==> config.mk <==
export PLATFORM = sky130hd
export DESIGN_NAME = pipelined_processor
export DESIGN_NICKNAME = d
export VERILOG_FILES = /design/src/rtl/pp_pkg.sv /design/src/rtl/pp_alu.sv /design/src/rtl/pipelined_processor.sv
export SDC_FILE = /design/constraint.sdc
export NUM_CORES = 2
export LEC_CHECK = 0
export BUFFER_PORTS_ARGS = -buffer_cell sky130_fd_sc_hd__buf_2
export CAP_MARGIN = 40
export CORE_UTILIZATION = 50
export CTS_CLUSTER_SIZE = 25
export DETAILED_ROUTE_END_ITERATION = 6
export PLACE_DENSITY = 0.69
export SYNTH_ARGS = -nofsm -noshare
export SYNTH_HDL_FRONTEND = slang
export SYNTH_SLANG_ARGS = --single-unit
==> constraint.sdc <==
create_clock -name clk -period 4.3 [get_ports clk]
set_clock_uncertainty 0.1 [all_clocks]
set_input_delay 0.215 -clock clk [delete_from_list [all_inputs] [get_ports clk]]
set_output_delay 0.215 -clock clk [all_outputs]
set_load 0.05 [all_outputs]
==> src/rtl/pp_pkg.sv <==
// Shared definitions for the three-stage pipelined_processor core:
// opcodes, instruction field positions, NOP encoding and default reset PC.
package pp_pkg;

    localparam int unsigned OP_HI = 15;
    localparam int unsigned OP_LO = 11;
    localparam int unsigned RD_HI = 10;
    localparam int unsigned RD_LO = 8;
    localparam int unsigned RS_HI = 7;
    localparam int unsigned RS_LO = 5;

    localparam logic [4:0] OP_NOP = 5'b00000;
    localparam logic [4:0] OP_ADD = 5'b00100;
    localparam logic [4:0] OP_SUB = 5'b00101;
    localparam logic [4:0] OP_AND = 5'b00110;
    localparam logic [4:0] OP_OR  = 5'b00111;
    localparam logic [4:0] OP_NOT = 5'b01000;
    localparam logic [4:0] OP_INC = 5'b01001;
    localparam logic [4:0] OP_DEC = 5'b01010;
    localparam logic [4:0] OP_MOV = 5'b01100;

    localparam logic [15:0] NOP_INSTR        = 16'h0000;
    localparam logic [31:0] RESET_PC_DEFAULT = 32'h0000_0020;

    // Opcodes outside the defined set retire as NOPs and write nothing.
    function automatic logic op_writes(input logic [4:0] op);
        case (op)
            OP_ADD, OP_SUB, OP_AND, OP_OR,
            OP_NOT, OP_INC, OP_DEC, OP_MOV: op_writes = 1'b1;
            OP_NOP:                         op_writes = 1'b0;
            default:                        op_writes = 1'b0;
        endcase
    endfunction

endpackage

==> src/rtl/pp_alu.sv <==
// Combinational 16-bit ALU for pipelined_processor; a = rd operand, b = rs operand.
module pp_alu
    import pp_pkg::*;
(
    input  logic [4:0]  op,
    input  logic [15:0] a,
    input  logic [15:0] b,
    output logic [15:0] y
);

    always_comb begin
        y = '0;
        case (op)
            OP_ADD:  y = a + b;
            OP_SUB:  y = a - b;
            OP_AND:  y = a & b;
            OP_OR:   y = a | b;
            OP_NOT:  y = ~a;
            OP_INC:  y = a + 16'd1;
            OP_DEC:  y = a - 16'd1;
            OP_MOV:  y = b;
            default: y = '0;
        endcase
    end

endmodule

==> src/rtl/pipelined_processor.sv <==
// Three-stage in-order 16-bit core (fetch, decode/read, ALU/writeback).
// Optional EX/WB forwarding enabled by defining PP_FORWARDING_EN.
module pipelined_processor
    import pp_pkg::*;
#(
    parameter int unsigned IMEM_DEPTH = 64,
    parameter logic [31:0] RESET_PC   = RESET_PC_DEFAULT
) (
    input  logic        clk,
    input  logic        reset,
    input  logic [2:0]  write_addr,
    input  logic [15:0] write_data,
    input  logic        write_en,
    output logic [15:0] result,
    input  logic        write_enable_fm,
    input  logic        rst_fm,
    input  logic [15:0] write_data_fm,
    input  logic [31:0] write_addr_fm
);

    localparam int unsigned AW = (IMEM_DEPTH > 1) ? $clog2(IMEM_DEPTH) : 1;

    logic [15:0] imem [IMEM_DEPTH];
    logic [15:0] regs [8];
    logic [31:0] pc;
    logic [15:0] fetch_instr;
    logic [4:0]  if_op;
    logic [2:0]  if_rd;
    logic [2:0]  if_rs;
    logic [4:0]  ex_op;
    logic [2:0]  ex_rd;
    logic [15:0] ex_a;
    logic [15:0] ex_b;
    logic [15:0] op_a;
    logic [15:0] op_b;
    logic [15:0] alu_y;
    logic        ex_wr;

    // Instruction memory load port is independent of the core reset.
    always_ff @(posedge clk) begin
        if (rst_fm) begin
            for (int unsigned i = 0; i < IMEM_DEPTH; i++) imem[i] <= '0;
        end else if (write_enable_fm && (write_addr_fm < 32'(IMEM_DEPTH))) begin
            imem[write_addr_fm[AW-1:0]] <= write_data_fm;
        end
    end

    assign fetch_instr = (pc < 32'(IMEM_DEPTH)) ? imem[pc[AW-1:0]] : NOP_INSTR;
    assign ex_wr       = op_writes(ex_op);

    always_ff @(posedge clk) begin
        if (reset) begin
            pc     <= RESET_PC;
            if_op  <= NOP_INSTR[OP_HI:OP_LO];
            if_rd  <= '0;
            if_rs  <= '0;
            ex_op  <= NOP_INSTR[OP_HI:OP_LO];
            ex_rd  <= '0;
            ex_a   <= '0;
            ex_b   <= '0;
            result <= '0;
        end else begin
            pc     <= pc + 32'd1;
            if_op  <= fetch_instr[OP_HI:OP_LO];
            if_rd  <= fetch_instr[RD_HI:RD_LO];
            if_rs  <= fetch_instr[RS_HI:RS_LO];
            ex_op  <= if_op;
            ex_rd  <= if_rd;
            ex_a   <= regs[if_rd];
            ex_b   <= regs[if_rs];
            if (ex_wr) result <= alu_y;
        end
    end

    // Later assignment wins: external write overrides writeback to the same register.
    always_ff @(posedge clk) begin
        if (!reset && ex_wr) regs[ex_rd] <= alu_y;
        if (write_en)        regs[write_addr] <= write_data;
    end

`ifdef PP_FORWARDING_EN
    logic [2:0] ex_rs;
    logic       fwd_valid;
    logic [2:0] fwd_rd;

    // result holds the previous writer's value; invalid if an external write replaced it.
    always_ff @(posedge clk) begin
        if (reset) begin
            ex_rs     <= '0;
            fwd_valid <= 1'b0;
            fwd_rd    <= '0;
        end else begin
            ex_rs     <= if_rs;
            fwd_valid <= ex_wr && !(write_en && (write_addr == ex_rd));
            fwd_rd    <= ex_rd;
        end
    end

    assign op_a = (fwd_valid && (fwd_rd == ex_rd)) ? result : ex_a;
    assign op_b = (fwd_valid && (fwd_rd == ex_rs)) ? result : ex_b;
`else
    assign op_a = ex_a;
    assign op_b = ex_b;
`endif

    pp_alu u_alu (
        .op (ex_op),
        .a  (op_a),
        .b  (op_b),
        .y  (alu_y)
    );

endmodule

==> impl_metrics.py <==
metrics = {
    "sta": {
        "clock.fmax_ghz": 0.2512,
        "drv_slew": 0,
        "max_slew_margin": 0.3571,
        "holdWs_ps": 91.34,
        "setup_viol": 0,
        "finalHoldViolCount": 0,
        "rsz0062_at_grt": "false",
        "tns_ps": 0,
        "finalCritPeriodShare": 0.9258,
        "fin_ws_ps": 319.1,
        "worstMarginPinSlew_ps": 964.3,
        "period_needed_ps": 3981,
    },
    "setup_path": {
        "end_kind": "register",
        "cp.buffers_inverters": 0,
        "worstPathRequired_ps": 4710,
        "worst_ep_arrival_time_ps": 4390,
        "crit_slowest_cell": "dfxtp_1",
        "critPathKind": "reg2reg",
        "critical-path-max-stage-delay_ps": 460,
        "critPathMaxFanout": 16,
        "path_cells": "xor2_1, nand2_1, a21o_2, a21oi_1, o211ai_1, ha_1, a41o_1, a221o_1, a31oi_1, o211ai_1, xor2_1, mux2_2, a31oi_1",
        "cp_top_family": "compound AO/OA/AOI/OAI gates",
        "startpoint_type": "register",
    },
    "clocking": {
        "clock_tree.buffer_depth": 3,
        "clk_pin_slew_ps": 60,
        "clock_latency_ps": 660,
        "cts_htree_levels": 3,
        "cts_buffers": 96,
        "cts_root_buf": "clkbuf_16",
        "cts.sinks": 932,
        "postCtsSetupBuffers": 0,
        "cts_tree": "built",
    },
    "logic_synthesis": {
        "synth_area_leader_cell": "edfxtp_1",
        "yosysTopAreaCellShare": 0.5600,
        "syn_inst": 3236,
        "async_flop_share": 0,
        "synth_warnings": 0,
        "synth_edf_count": 832,
        "avgSynthCellArea_um2": 13.79,
        "ys.flop_type": "edfxtp_1",
        "ys_seq_area_frac": 0.6048,
        "yosys.cell_types.count": 67,
        "netlist_top_cells_area": "edfxtp_1 56%, mux4_2 14%, and2_1 9.9%",
        "syn_nets": 3327,
        "synth-seq-cells": 932,
        "syn_area_um2": 44620,
    },
    "floorplanning": {
        "rows": 109,
        "die_h_um": 300.7,
        "io_pins": 88,
        "die_w_um": 300.7,
        "initial_core_util": 0.5049,
        "core_um2": 88370,
        "die-area_um2": 90440,
    },
    "placement": {
        "numPortBuffers": 82,
        "hpwlAfterDp_mm": 70.97,
        "dpl_cell_area_um2": 46390,
        "gp_congestion": 0.8827,
        "place_ws_ps": 266.7,
    },
    "global_route": {
        "grt_pass1_wl_mm": 168.9,
        "overflow": 0,
        "top_usage_layer": "met2",
        "grtUsageMet3": 0.03810,
        "grt_use_total": 0.2510,
        "antenna_found_initial": 1,
        "gr-usage-met1": 0.3269,
        "grt.met2_usage": 0.4334,
        "grt_pass1_vias": 27310,
        "grt_max_degree": 119,
    },
    "finish": {
        "regArea_um2": 27000,
        "design_area_um2": 49820,
        "fillerInstances": 6998,
        "final_nets": 3344,
        "syn2layout_area_growth_pct": 11.67,
        "layout-drive-gt1-share": 0.2182,
        "multiInputGateArea_um2": 16470,
    },
    "detailed_routing": {
        "vias_per_cell": 6.004,
        "num_vias": 27010,
        "drc": 0,
        "ant_nets": 0,
        "firstDrtPassIters": 7,
        "drtIter0Drc": 2589,
        "wl_per_cell_um": 25.05,
        "wirelength_mm": 112.7,
    },
    "power_and_ir_drop": {
        "powerDensity_nw_per_um2": 433.9,
        "ir_worst_vdd_mv": 0.3810,
        "leakage_nw": 17.38,
    },
    "outcome": {
        "outcome": "completed",
    },
    "flow_run": {
        "maxCapViolCount": 0,
    },
    "hold_path": {
        "hold_path.class": "in2reg",
    },
}
-- registers in the layout, indices dropped and copies added, names as in the netlist, 5 cells and up, named ones only --
signal	flops
ex_op	5
ex_b	16
pc	32
regs	128
ex_a	16
imem	704
result	16
if_op	5
-- cell families after synthesis --
group,after synthesis,synth area share
muxes,329,0.1504
xor gates and xnor gates,36,0.007067
and+or+nand+nor,1288,0.1607
buffers and inverters,320,0.02807
adders and majority gates,19,0.005496
DFF,932,0.6048
AOI/OAI and AO/OA,312,0.04341
-- area by class of cell --
class / count / area share
Multi-Input combinational cell: 1984 / 0.3305
Clock inverter: 55 / 0.01195
Tap cell: 1165 / 0.02926
Clock buffer: 122 / 0.05223
Inverter: 11 / 0.0008287
Timing Repair Buffer: 228 / 0.03325
Antenna cell: 1 / 0.00005022
Sequential cell: 932 / 0.5419
-- Yosys cell counts (3+ instances only) --
master and instances:
nor2b_1 18, o211ai_1 16, a221o_1 7, o21a_1 4, buf_1 44, mux4_2 273
o21ai_0 36, nand4_1 13, nor4_1 16, and4_1 5, mux2i_1 55, nand3b_1 7
a21o_1 8, nand3_1 29, nor3b_1 5, and2_1 706, a21oi_1 163, nand2b_1 6
nand4b_1 3, and3_1 5, clkbuf_1 228, xor2_1 23, nor3_1 8, nand2_1 63
or3_1 12, clkbuf_2 8, a31oi_1 16, a221oi_1 13, or2_2 66, dfxtp_1 100
edfxtp_1 832, a211oi_1 15, a32oi_1 11, buf_2 27, a221oi_2 6, ha_1 18
nor2_1 309, or3b_2 3, xnor2_1 13, inv_1 11
-- worst paths after layout --
kind | startpoint | end | slack (ps) | cells after the start
setup / recovery | ex_op[1] | regs[1][15] | 320 | 13
hold reg to reg | if_op[4] | ex_op[4] | 360 | 1
setup reg to reg | ex_op[1] | regs[1][15] | 320 | 13
hold / removal | write_data_fm[5] | imem[28][5] | 90 | 2
-- power breakdown --
part	total (mW)	switching (mW)	internal, mW	leakage (nW)
registers	10.6	0.238	10.4	8.70
clock network	8.44	3.54	4.90	1.55
logic	2.59	1.52	1.06	7.12
total	21.6	5.30	16.3	17.4
-- metal layers --
layer  wire, µm  vias up
met5         17        -
met4       3532        2
met3       7921      211
met2      57130     1074
met1      44070    13790
li1           -    11930
-- per-stage QoR --
stage          std cells  power, mW  utilization
2_1_floorplan       3236      12.46            -
3_3_place_gp        4295      13.24       0.5240
3_5_place_dp        4299      13.34       0.5249
4_1_cts             4497      21.71       0.5635
5_1_grt             4497      22.25       0.5638
6_report            4498      21.62       0.5638
-- cells in the final DEF, fill, tap and decap left out, types with 10 or more instances in the layout --
master,count
a211oi_1,15
a21oi_1,161
a221oi_1,13
a31oi_1,16
a32oi_1,11
and2_1,706
buf_2,81
buf_4,119
bufinv_16,10
clkbuf_1,18
clkbuf_16,98
clkinv_1,20
clkinv_2,10
dfxtp_1,93
dlygate4sd3_1,21
edfxtp_1,832
ha_1,18
inv_1,11
mux2i_1,55
mux4_2,273
nand2_1,63
nand3_1,29
nand4_1,13
nor2_1,308
nor2b_1,17
nor4_1,16
o211ai_1,16
o21ai_0,30
or2_2,66
or3_1,12
xnor2_1,13
xor2_1,23
-- timing repair --
| item | in CTS | in global routing |
|---|---|---|
| gates resized for setup | 0 | 7 |
| endpoints found under the hold margin | 200 | 0 |
| hold buffers | 21 | 0 |
| setup endpoints to repair | 0 | 50 |
No activity file was read; power rests on OpenSTA's default activity.
